**src/rtl/fetch_ctrl.sv**
```systemverilog
// Instruction-fetch controller: owns the PC, fills the IF/ID register from a
// combinational instruction memory, and drains the pipeline before signalling done.
module fetch_ctrl #(
    parameter int N         = 32,
    parameter int D         = 32,
    parameter int DRAIN_CYC = 4,
    parameter logic [N-1:0] NOP_WORD = N'(32'b000100_00000_00000_00000_00000_000000)
) (
    input  logic         clk,
    input  logic         reset,
    input  logic         start,
    input  logic         stall,
    input  logic         redirect,
    input  logic [N-1:0] redirect_target,
    input  logic [N-1:0] imem_instr,
    output logic [N-1:0] imem_addr,
    output logic [N-1:0] if_id_instr,
    output logic [N-1:0] if_id_pc,
    output logic         if_id_valid,
    output logic         busy,
    output logic         done,
    output logic [15:0]  fetch_count,
    output logic [15:0]  stall_count
);

    typedef enum logic [1:0] {
        IDLE  = 2'd0,
        RUN   = 2'd1,
        DRAIN = 2'd2,
        DONE  = 2'd3
    } state_t;

    localparam int DW = (DRAIN_CYC < 2) ? 1 : $clog2(DRAIN_CYC + 1);
    localparam logic [N-1:0]  LAST_PC   = N'(D - 1);
    localparam logic [N-1:0]  END_PC    = N'(D);
    localparam logic [DW-1:0] DRAIN_TOP = DW'(DRAIN_CYC - 1);

    state_t          state_q, state_d;
    logic [N-1:0]    pc_q, pc_d;
    logic [N-1:0]    instr_q, instr_d;
    logic [N-1:0]    ifpc_q, ifpc_d;
    logic            valid_q, valid_d;
    logic [15:0]     fcnt_q, fcnt_d;
    logic [15:0]     scnt_q, scnt_d;
    logic [DW-1:0]   drain_q, drain_d;

    function automatic logic [15:0] sat_inc(input logic [15:0] c);
        return (c == 16'hFFFF) ? c : c + 16'd1;
    endfunction

    always_comb begin
        // NOTE: every _d gets a hold default first, so no path can infer a latch.
        state_d = state_q;
        pc_d    = pc_q;
        instr_d = instr_q;
        ifpc_d  = ifpc_q;
        valid_d = valid_q;
        fcnt_d  = fcnt_q;
        scnt_d  = scnt_q;
        drain_d = drain_q;

        unique case (state_q)
            IDLE: begin
                instr_d = NOP_WORD;
                valid_d = 1'b0;
                if (start) state_d = RUN;
            end
            RUN: begin
                if (redirect) begin
                    // Wrong-path word is flushed and never counted.
                    instr_d = NOP_WORD;
                    valid_d = 1'b0;
                    pc_d    = redirect_target;
                    if (redirect_target >= END_PC) begin
                        state_d = DRAIN;
                        drain_d = '0;
                    end
                end else if (stall) begin
                    scnt_d = sat_inc(scnt_q);
                end else begin
                    instr_d = imem_instr;
                    ifpc_d  = pc_q;
                    valid_d = 1'b1;
                    fcnt_d  = sat_inc(fcnt_q);
                    if (pc_q == LAST_PC) begin
                        pc_d    = END_PC;
                        state_d = DRAIN;
                        drain_d = '0;
                    end else begin
                        pc_d = pc_q + 1'b1;
                    end
                end
            end
            DRAIN: begin
                instr_d = NOP_WORD;
                valid_d = 1'b0;
                // A late-resolving branch in the last instruction resumes fetching.
                if (redirect && (redirect_target < END_PC)) begin
                    pc_d    = redirect_target;
                    drain_d = '0;
                    state_d = RUN;
                end else if (!stall) begin
                    drain_d = drain_q + 1'b1;
                    if (drain_q == DRAIN_TOP) state_d = DONE;
                end
            end
            DONE: begin
                instr_d = NOP_WORD;
                valid_d = 1'b0;
            end
            default: state_d = IDLE;
        endcase
    end

    always_ff @(posedge clk) begin
        // NOTE: non-blocking assignments so every register samples pre-edge values.
        if (reset) begin
            state_q <= IDLE;
            pc_q    <= '0;
            instr_q <= NOP_WORD;
            ifpc_q  <= '0;
            valid_q <= 1'b0;
            fcnt_q  <= '0;
            scnt_q  <= '0;
            drain_q <= '0;
        end else begin
            state_q <= state_d;
            pc_q    <= pc_d;
            instr_q <= instr_d;
            ifpc_q  <= ifpc_d;
            valid_q <= valid_d;
            fcnt_q  <= fcnt_d;
            scnt_q  <= scnt_d;
            drain_q <= drain_d;
        end
    end

    assign imem_addr   = pc_q;
    assign if_id_instr = instr_q;
    assign if_id_pc    = ifpc_q;
    assign if_id_valid = valid_q;
    assign fetch_count = fcnt_q;
    assign stall_count = scnt_q;
    assign busy        = (state_q == RUN) || (state_q == DRAIN);
    assign done        = (state_q == DONE);

endmodule

```
**config.mk**
```make
export PLATFORM = sky130hd
export DESIGN_NAME = fetch_ctrl
export DESIGN_NICKNAME = d
export VERILOG_FILES = /design/src/rtl/fetch_ctrl.sv
export SDC_FILE = /design/constraint.sdc
export NUM_CORES = 1
export LEC_CHECK = 0
export ABC_AREA = 1
export BUFFER_PORTS_ARGS = -buffer_cell sky130_fd_sc_hd__buf_2
export CAP_MARGIN = 20
export CORE_MARGIN = 2
export CORE_UTILIZATION = 54
export CTS_BUF_LIST = sky130_fd_sc_hd__clkbuf_4
export CTS_CLUSTER_DIAMETER = 120
export CTS_CLUSTER_SIZE = 14
export DETAILED_ROUTE_END_ITERATION = 12
export PLACE_DENSITY = 0.87
export SLEW_MARGIN = 20
export SYNTH_ARGS = -nofsm -noshare
export SYNTH_HDL_FRONTEND = slang
export SYNTH_SLANG_ARGS = --single-unit
```
**constraint.sdc**
```tcl
create_clock -name clk -period 2.2 [get_ports clk]
set_input_delay 0.44 -clock clk [delete_from_list [all_inputs] [get_ports clk]]
set_output_delay 0.44 -clock clk [all_outputs]
set_load 0.01 [all_outputs]
```
# == Yosys cells after proc, flatten, opt, wreduce, memory -nomap -nowiden ==
# Cells that the tools add are included.
# totals
regBits,134
latch_bits,0
ram_bits,0
rom_bits,0
inputBits,69
elab_cells,71
n_memories,0
# classes
n_addsub,4
mul,0
n_div,0
magnitude_cmp,2
eq_ne,14
shift,0
muxes,27
bitwise_logic,4
reduce_logical,12
# ops
cell,n
32-bit two-way mux,6
32-bit case mux with 2 select lines,2
16-bit by 1-bit adder with 16-bit output (second input constant),2
32-bit by 1-bit adder with 32-bit output (second input constant),1
16-bit == test (second input constant),2
32-bit by 5-bit == test with 1-bit output (second input constant),1
32-bit by 6-bit greater-or-equal comparator with 1-bit output (second input constant),1
32-bit by 6-bit < comparator with 1-bit output (second input constant),1
3-bit two-way mux,6
2-bit two-way mux,8
3-bit inequality test (second input constant),5
4-bit AND reduction,2
7-bit AND reduction,1
2-bit case mux with 3 select lines,1
3-bit case mux with 2 select lines,1
3-bit AND reduction,2
5-bit AND reduction,1
2-bit == test (second input constant),2
2-bit inequality test (second input constant),2
1-bit inverter,4
3-bit by 1-bit adder with 3-bit output (second input constant),1
3-bit by 2-bit == test with 1-bit output (second input constant),1
3-bit nonzero test,1
3-bit OR reduction,1
7 further kinds,8

# == Longest topological paths before layout ==
# Gate-level depths: netlist of run 1.
# depth
ltp_word,5
ltp_mapped,14
ltp_nobuf,14

# == Worst setup path before layout of run 1 ==
# No wires, ideal clock.
# synth_path
kind,register -> register
startpoint,register pc_q[0] (netlist: imem_addr[0])
endpoint,register pc_q[24] (netlist: imem_addr[24])
t_arrival_ns,1.667
t_required_ns,2.083
slack_ns,0.416
stages_incl_launch_ff,15
path_buffers,0
synth_period_minus_slack_ns,1.784
cell_sequence,dfxtp_1 > ha_1 > nand2_1 > nor2_4 > nand3_1 > inv_1 > nand2_1 > nor2_2 > nand2_1 > nor2_1 > nand2_1 > nand2_1 > nor2_1 > nor2_1 > nor2_1
# synth_via
elab_chain_cells,5
elab_cells_between_ends,6
classes_between,add/sub: 1; eq/ne: 1; mux: 4
# synth_lines
item,line_no,source
start: declaration,39,"logic [N-1:0] pc_q, pc_d;"
start signal: assignment,128,pc_q <= pc_d;
32-bit by 1-bit adder with 32-bit output / 32-bit by 5-bit == test with 1-bit output (equally long branches),"90, 85",
32-bit two-way mux (*),85,if (pc_q == LAST_PC) begin
32-bit two-way mux (*),78,end else if (stall) begin
32-bit two-way mux (*),69,if (redirect) begin
32-bit case mux with 2 select lines (*),62,unique case (state_q)
# Mark *: on every way between the ends. The rest lies on a longest branch, timed or not. The select of a mux whose other input is x is not followed.
# A chain may end at the register's enable or synchronous reset.

# == Worst setup path in the final report of run 1 ==
# layout_path
startpoint,register state_q[0]
endpoint,output port busy
# layout_via
elab_chain_cells,2
elab_cells_between_ends,3
classes_between,eq/ne: 2; reduce/logical: 1
# layout_lines
item,line_no,source
start: declaration,38,"state_t state_q, state_d;"
start signal: assignment,127,state_q <= state_d;
2-bit by 1-bit == test with 1-bit output / 2-bit == test (equally long branches),144,assign busy = (state_q == RUN) || (state_q == DRAIN);
1-bit logical OR (*),144,
end: declaration,20,"output logic busy,"
# Mark *: on every way between the ends. The rest lies on a longest branch, timed or not.

==> results of run 1 <==
-- flip-flops by register name, indices dropped and copies added, names as in the netlist --
register     cells
drain_q          3
imem_addr       32
stall_count     16
if_id_instr     32
fetch_count     16
if_id_pc        32
state_q          2
if_id_valid      1
-- per-stage QoR --
stage          instances  worst slack (ns)
2_1_floorplan       1001            0.4163
5_1_grt             1388           0.01196
6_report            1388            0.1610
3_5_place_dp        1356            0.1580
4_1_cts             1387            0.1424
3_3_place_gp        1356            0.1862
-- per-layer routing --
metal  wire [um]  part of all wire  vias up
li1            -                 -     3671
met1        9139              0.45     3344
met2        8724              0.43      391
met3        2220              0.11       37
met4         381             0.019        0
met5           0                 0        -
-- final timing paths --
kind                                   from                      endpoint  slack (ns)
setup / recovery    state_q[0]$_SDFFE_PP0P_                          busy        0.16
hold / removal               imem_instr[28]  if_id_instr[28]$_SDFFE_PP1P_        0.11
setup reg to reg  imem_addr[1]$_SDFFE_PP0P_    imem_addr[19]$_SDFFE_PP0P_        0.18
hold reg to reg    if_id_valid$_SDFFE_PP0P_      if_id_valid$_SDFFE_PP0P_        0.46
-- synthesized netlist by cell type (all sizes together) (2+ instances only) --
| cell | instances |
|---|---|
| and3 | 2 |
| nor4 | 5 |
| o21ai | 91 |
| buf | 15 |
| nor3b | 2 |
| ha | 10 |
| or2 | 4 |
| nor3 | 30 |
| nand3 | 44 |
| xor2 | 13 |
| nor2 | 140 |
| inv | 102 |
| dfxtp | 134 |
| nand4 | 17 |
| nand2 | 240 |
| clkbuf | 23 |
| a21boi | 2 |
| a21oi | 113 |
| o211ai | 3 |
| o31ai | 2 |
| o22ai | 2 |
-- kinds of logic after synthesis --
logic type	count (synthesis)
compound gates	218
xor+xnor	14
fa+ha+maj	10
buf+inv	140
flops	134
simple gates	485
-- what timing repair did --
item,CTS,global route
setup endpoints to repair,0,12
hold buffers,0,0
endpoints found under the hold margin,0,0
gates resized for setup,0,3
-- power by group --
group          switching [mW]  internal, mW  leakage, nW
Combinational            1.95          1.11         2.60
Sequential              0.488          2.81         1.09
Clock                   0.882         0.904        0.166
-- final cells by class --
type,count,share of cell area
Multi-Input combinational cell,727,0.4178
Sequential cell,134,0.3248
Timing Repair Buffer,225,0.1488
Inverter,102,0.04636
Tap cell,168,0.02545
Clock inverter,12,0.01924
Clock buffer,19,0.01727
Antenna cell,1,0.0003030
-- critical path, stage by stage (launching register included) --
cell and delay [ns]:
dfxtp_1 0.40, inv_1 0.10, ha_1 0.39, buf_2 0.16
==> metrics.txt, run 1 <==
Slew @ Worst Pin=0.5365 ns; initial antenna violation count=1; largest family of logic cells by synthesized area=simple AND/OR/NAND/NOR gates; Hold Path Class=in2reg; flops & latches, synth=134; router iterations before antenna repair=6; Initial Utilization=0.5533; CP Class=reg2out; Top Usage Layer GRT=met1; Post-synth top flop=dfxtp_1; routed vias/inst=5.362; share of the yosys chip area belonging to registers=0.4019; synth unique cells=43; Remaining Overflow, GRT=0; most common cell after layout, fill and taps aside=nand2_1; Max Fclk=0.4904 GHz; most frequent cells in the layout=nand2_1 (238), buf_2 (199), nor2_1 (134), dfxtp_1 (134), a21oi_1 (112); htree depth=4; Final Util=0.6848; post-route clock period utilization=0.9268; Slew Viols, Final=0; DRC errors left=0; normalized max-slew margin=0.6391; Fin Setup TNS=0 ns; share of cells above drive strength 1=0.2264; Yosys top cell area share=0.4019; DR vias=7443; fin nets=1286; endpoints failing setup=0; Post-Syn Area=0.006674 mm^2; Power Density=986.4 mW/mm^2; worst skew pair latency=0.55 ns; Critical Path End Type=output pin; Num CTS Buffers=17; # fillers=1101; post-DP HPWL=15.42 mm; first-pass GRT wire length=32.44 mm; clk slew on worst S/H paths=0.11 ns; IO buf count=199; RSZ-0062 raised after global routing=no; Max Cap Viol=0; largest net degree at the start of global routing=93; register area=0.002683 mm^2; Syn Area/Cell=6.667 um^2; buffer count from post-CTS setup fixing=0; 1st-iter DRT viols=820; Max IR drop VDD=0.6351 mV; vias in the first global route=6475; cell area after layout=0.008259 mm^2; Post-synth EDFFs=0; Clock Skew=0.01204 ns; CTS sink cnt=134; post-synthesis mux area share=0; Compound-Gate Fraction of Synth Area=0.1729; worst reg-to-reg path cell count=11; post-route minimum period=2.039 ns; post-synthesis cell count=1001; met1 GRT Util=0.4536; hold depth=3; top cells by area, synth=dfxtp_1 (40%), nand2_1 (13%), a21oi_1 (8.4%); DIE AREA=0.01326 mm^2; area post-placement=0.007948 mm^2; critical path data arrival time=1.60 ns; Leakage=3.858 nW; Area Overhead vs Synth=23.75%; Ports=200; Post-Syn Nets=1080; Ys Warns=0; Min Hold Slack=0.1107 ns; total global-route track usage=0.3093; met3 global-route usage=0.08329; post-route antenna net violation count=0; WL final=20.47 mm; Async SR Flop Fraction=0; Max FO, Critical Path=5; xor and xnor fraction of the mapped netlist area=0.01837; status=completed; CTS tree=yes; # rows=40; Hold Fails Final Rpt=0; Worst setup SP type=flip-flop; cell taking the most area after synthesis=dfxtp_1; Final Power=8.147 mW; met2 Use GR=0.4424; chip width=115.2 um; Die Y=115.2 um; worst endpoint required time=1.76 ns; Core Region=0.01206 mm^2; area of the multi-input gates=0.003451 mm^2; Avg WL per Cell=14.74 um; clk root buf=clkbuf_4; GPL Wtd Cong=1.026; Post-Synth Adder-Cell Area=0.01875; Max Root-Sink Buffers=2; Simple-Gate Fraction of Synth Area=0.3048
Note: power is estimated with default switching activity, not from simulation.
==> run 2, diff against run 1 <==
CORE_UTILIZATION = 48   (was 54)
PLACE_DENSITY = 0.82   (was 0.87)
clock period = 1.8 ns   (was 2.2 ns; I/O delays follow)
==> metrics.txt, run 2 (synthesized netlist as in run 1, its figures left out) <==
first-pass GRT wire length=33.59 mm (+3.5%); initial antenna violation count=1 (unchanged); total global-route track usage=0.2861 (-0.02315); Internal Power=6.163 mW (+28%); router iterations before antenna repair=7 (+1); Remaining Overflow, GRT=0 (unchanged); IO buf count=199 (unchanged); post-route minimum period=1.856 ns; endpoints failing setup=4 (+4); Die Y=121.9 um (+5.9%); worst skew pair latency=0.56 ns (about the same); DRC errors left=0 (unchanged); chip width=121.9 um (+5.9%); Max Cap Viol=0 (unchanged); Clock power frac=0.188 (-0.031); DR vias=7815 (+5.0%); Avg WL per Cell=15.12 um (+2.5%); Hold Path Class=in2reg; most frequent cells in the layout=nand2_1 (227), buf_2 (198), nor2_1 (125); GPL Wtd Cong=1.015 (-1.1%); Clock Skew=0.01368 ns (+0.001638 ns); CP Class=reg2reg; WL final=22.15 mm (+8.2%); # rows=43 (+7.5%); combinational power share=0.437 (+0.061); routed vias/inst=5.334 (-0.52%); # fillers=1190 (+8.1%); Max IR drop VDD=0.7082 mV (+12%); R2R setup slack=-0.06 ns (-0.24 ns); status=complete, but fails checks; post-route antenna net violation count=0 (unchanged); worst endpoint required time=2.26 ns (+0.50 ns); CTS tree=yes; Max FO, Critical Path=4 (-1); share of cells above drive strength 1=0.3102 (+0.08380); Num CTS Buffers=17 (unchanged); RSZ-0062 raised after global routing=yes; Initial Utilization=0.4865 (-0.06686); Max Root-Sink Buffers=2 (unchanged); critical path data arrival time=2.32 ns (+0.72 ns); 1st-iter DRT viols=957 (+17%); fin nets=1350 (+5.0%); Ports=200 (unchanged); cell area after layout=0.009037 mm^2 (+9.4%); Reg power frac=0.375 (-0.030); area post-placement=0.008416 mm^2 (+5.9%); normalized max-slew margin=0.6311 (-0.007968); Max Fclk=0.5387 GHz; largest net degree at the start of global routing=59 (-37%); clk root buf=clkbuf_4; failing checks=negative setup slack; Power Density=1172 mW/mm^2 (+19%); Worst setup SP type=flip-flop; Critical Path End Type=flip-flop; Area Overhead vs Synth=35.41%; Sw Pwr=4.425 mW (+33%); DIE AREA=0.01486 mm^2 (+12%); Slew Viols, Final=0 (unchanged); pre-CTS WS=-0.05424 ns (-0.2122 ns); post-route clock period utilization=1.031; Slew @ Worst Pin=0.5534 ns (+0.01690 ns); Leakage=4.228 nW (+9.6%); Final WS setup=-0.05637 ns (-0.2174 ns); Hold Fails Final Rpt=0 (unchanged); post-DP HPWL=16.28 mm (+5.5%); most common cell after layout, fill and taps aside=nand2_1; vias in the first global route=6887 (+6.4%); htree depth=4 (unchanged); CTS sink cnt=134 (unchanged); Core Region=0.01372 mm^2 (+14%); switching share of power=0.4179 (+0.01062); clk slew on worst S/H paths=0.12 ns (about the same)
-- run 2: cell count changes in the layout (fill, tap and decap cells not counted), sizes merged, moves of 2 or more --
cell,delta
inv,+2
dlygate4sd3,+4
clkinv,-2
bufinv,-2
clkinvlp,+3
buf,+60
-- run 2: cell type report --
class                      count  area, um^2  area share
multi-input combinational    727        3690      0.4083
sequential                   134        2701      0.2989
timing repair buffer         289        1762      0.1949
inverter                     102       387.9     0.04292
tap                          180       225.2     0.02492
clock buffer                  18       135.1     0.01495
clock inverter                13       131.4     0.01454
antenna                        2       5.005   0.0005538
-- run 2: worst max-delay path, cell delays in order, from the launching register on --
cell and delay, ns:
dfxtp_2 0.39, buf_4 0.16, nand3_2 0.13, nor2_4 0.15, nand2_2 0.11, inv_1 0.09, nand2_1 0.10, buf_4 0.16
nor4_1 0.22, nor3_1 0.11, nor2_1 0.09, nor2_1 0.05
-- run 2: metal layers --
| metal | GRT usage | vias up | share of wire |
|---|---|---|---|
| met4 | 0.08549 | 0 | 0.024 |
| met5 | 0 | - | 0 |
| met1 | 0.4021 | 3561 | 0.42 |
| li1 | - | 3812 | - |
| met3 | 0.06320 | 47 | 0.10 |
| met2 | 0.4399 | 395 | 0.45 |
-- run 2: repair_timing --
| item | in CTS | in global routing |
|---|---|---|
| setup buffers | 0 | 3 |
| gates resized for setup | 16 | 70 |
| endpoints found under the setup margin | 23 | 56 |
| endpoints found under the hold margin | 1 | 3 |
| pin swaps | 1 | 18 |
| hold buffers | 1 | 3 |
-- run 2: worst paths after layout --
kind	startpoint	end	cells after the start
worst max register to register	imem_addr[1]$_SDFFE_PP0P_	imem_addr[27]$_SDFFE_PP0P_	11
worst min register to register	if_id_instr[1]$_SDFFE_PP0P_	if_id_instr[1]$_SDFFE_PP0P_	2
worst min-delay path	imem_instr[23]	if_id_instr[23]$_SDFFE_PP0P_	3
worst max-delay path	imem_addr[1]$_SDFFE_PP0P_	imem_addr[27]$_SDFFE_PP0P_	11
-- run 2: power groups by stage --
stage / logic (mW) / registers, mW / clock network [mW]
global placement: 4.11 / 3.93 / 0
global route: 5.07 / 4.01 / 2.13
floorplan: 2.05 / 4.13 / 0
CTS: 4.26 / 3.89 / 2.01
detailed placement: 4.18 / 3.95 / 0
finish: 4.63 / 3.97 / 1.99
-- run 2: through the flow --
stage	setup TNS, ns	util	hold WS (ns)	std cells	power (mW)
5_1_grt	-1.634	0.6586	0.01113	1464	11.20
4_1_cts	-0.1217	0.6375	0.002819	1457	10.16
3_5_place_dp	-0.5341	0.6134	0.4501	1425	8.134
3_3_place_gp	-0.1969	0.6134	0.4444	1425	8.042
6_report	-0.08864	0.6587	0.03025	1465	10.59
2_1_floorplan	0	-	0.4447	1001	6.184
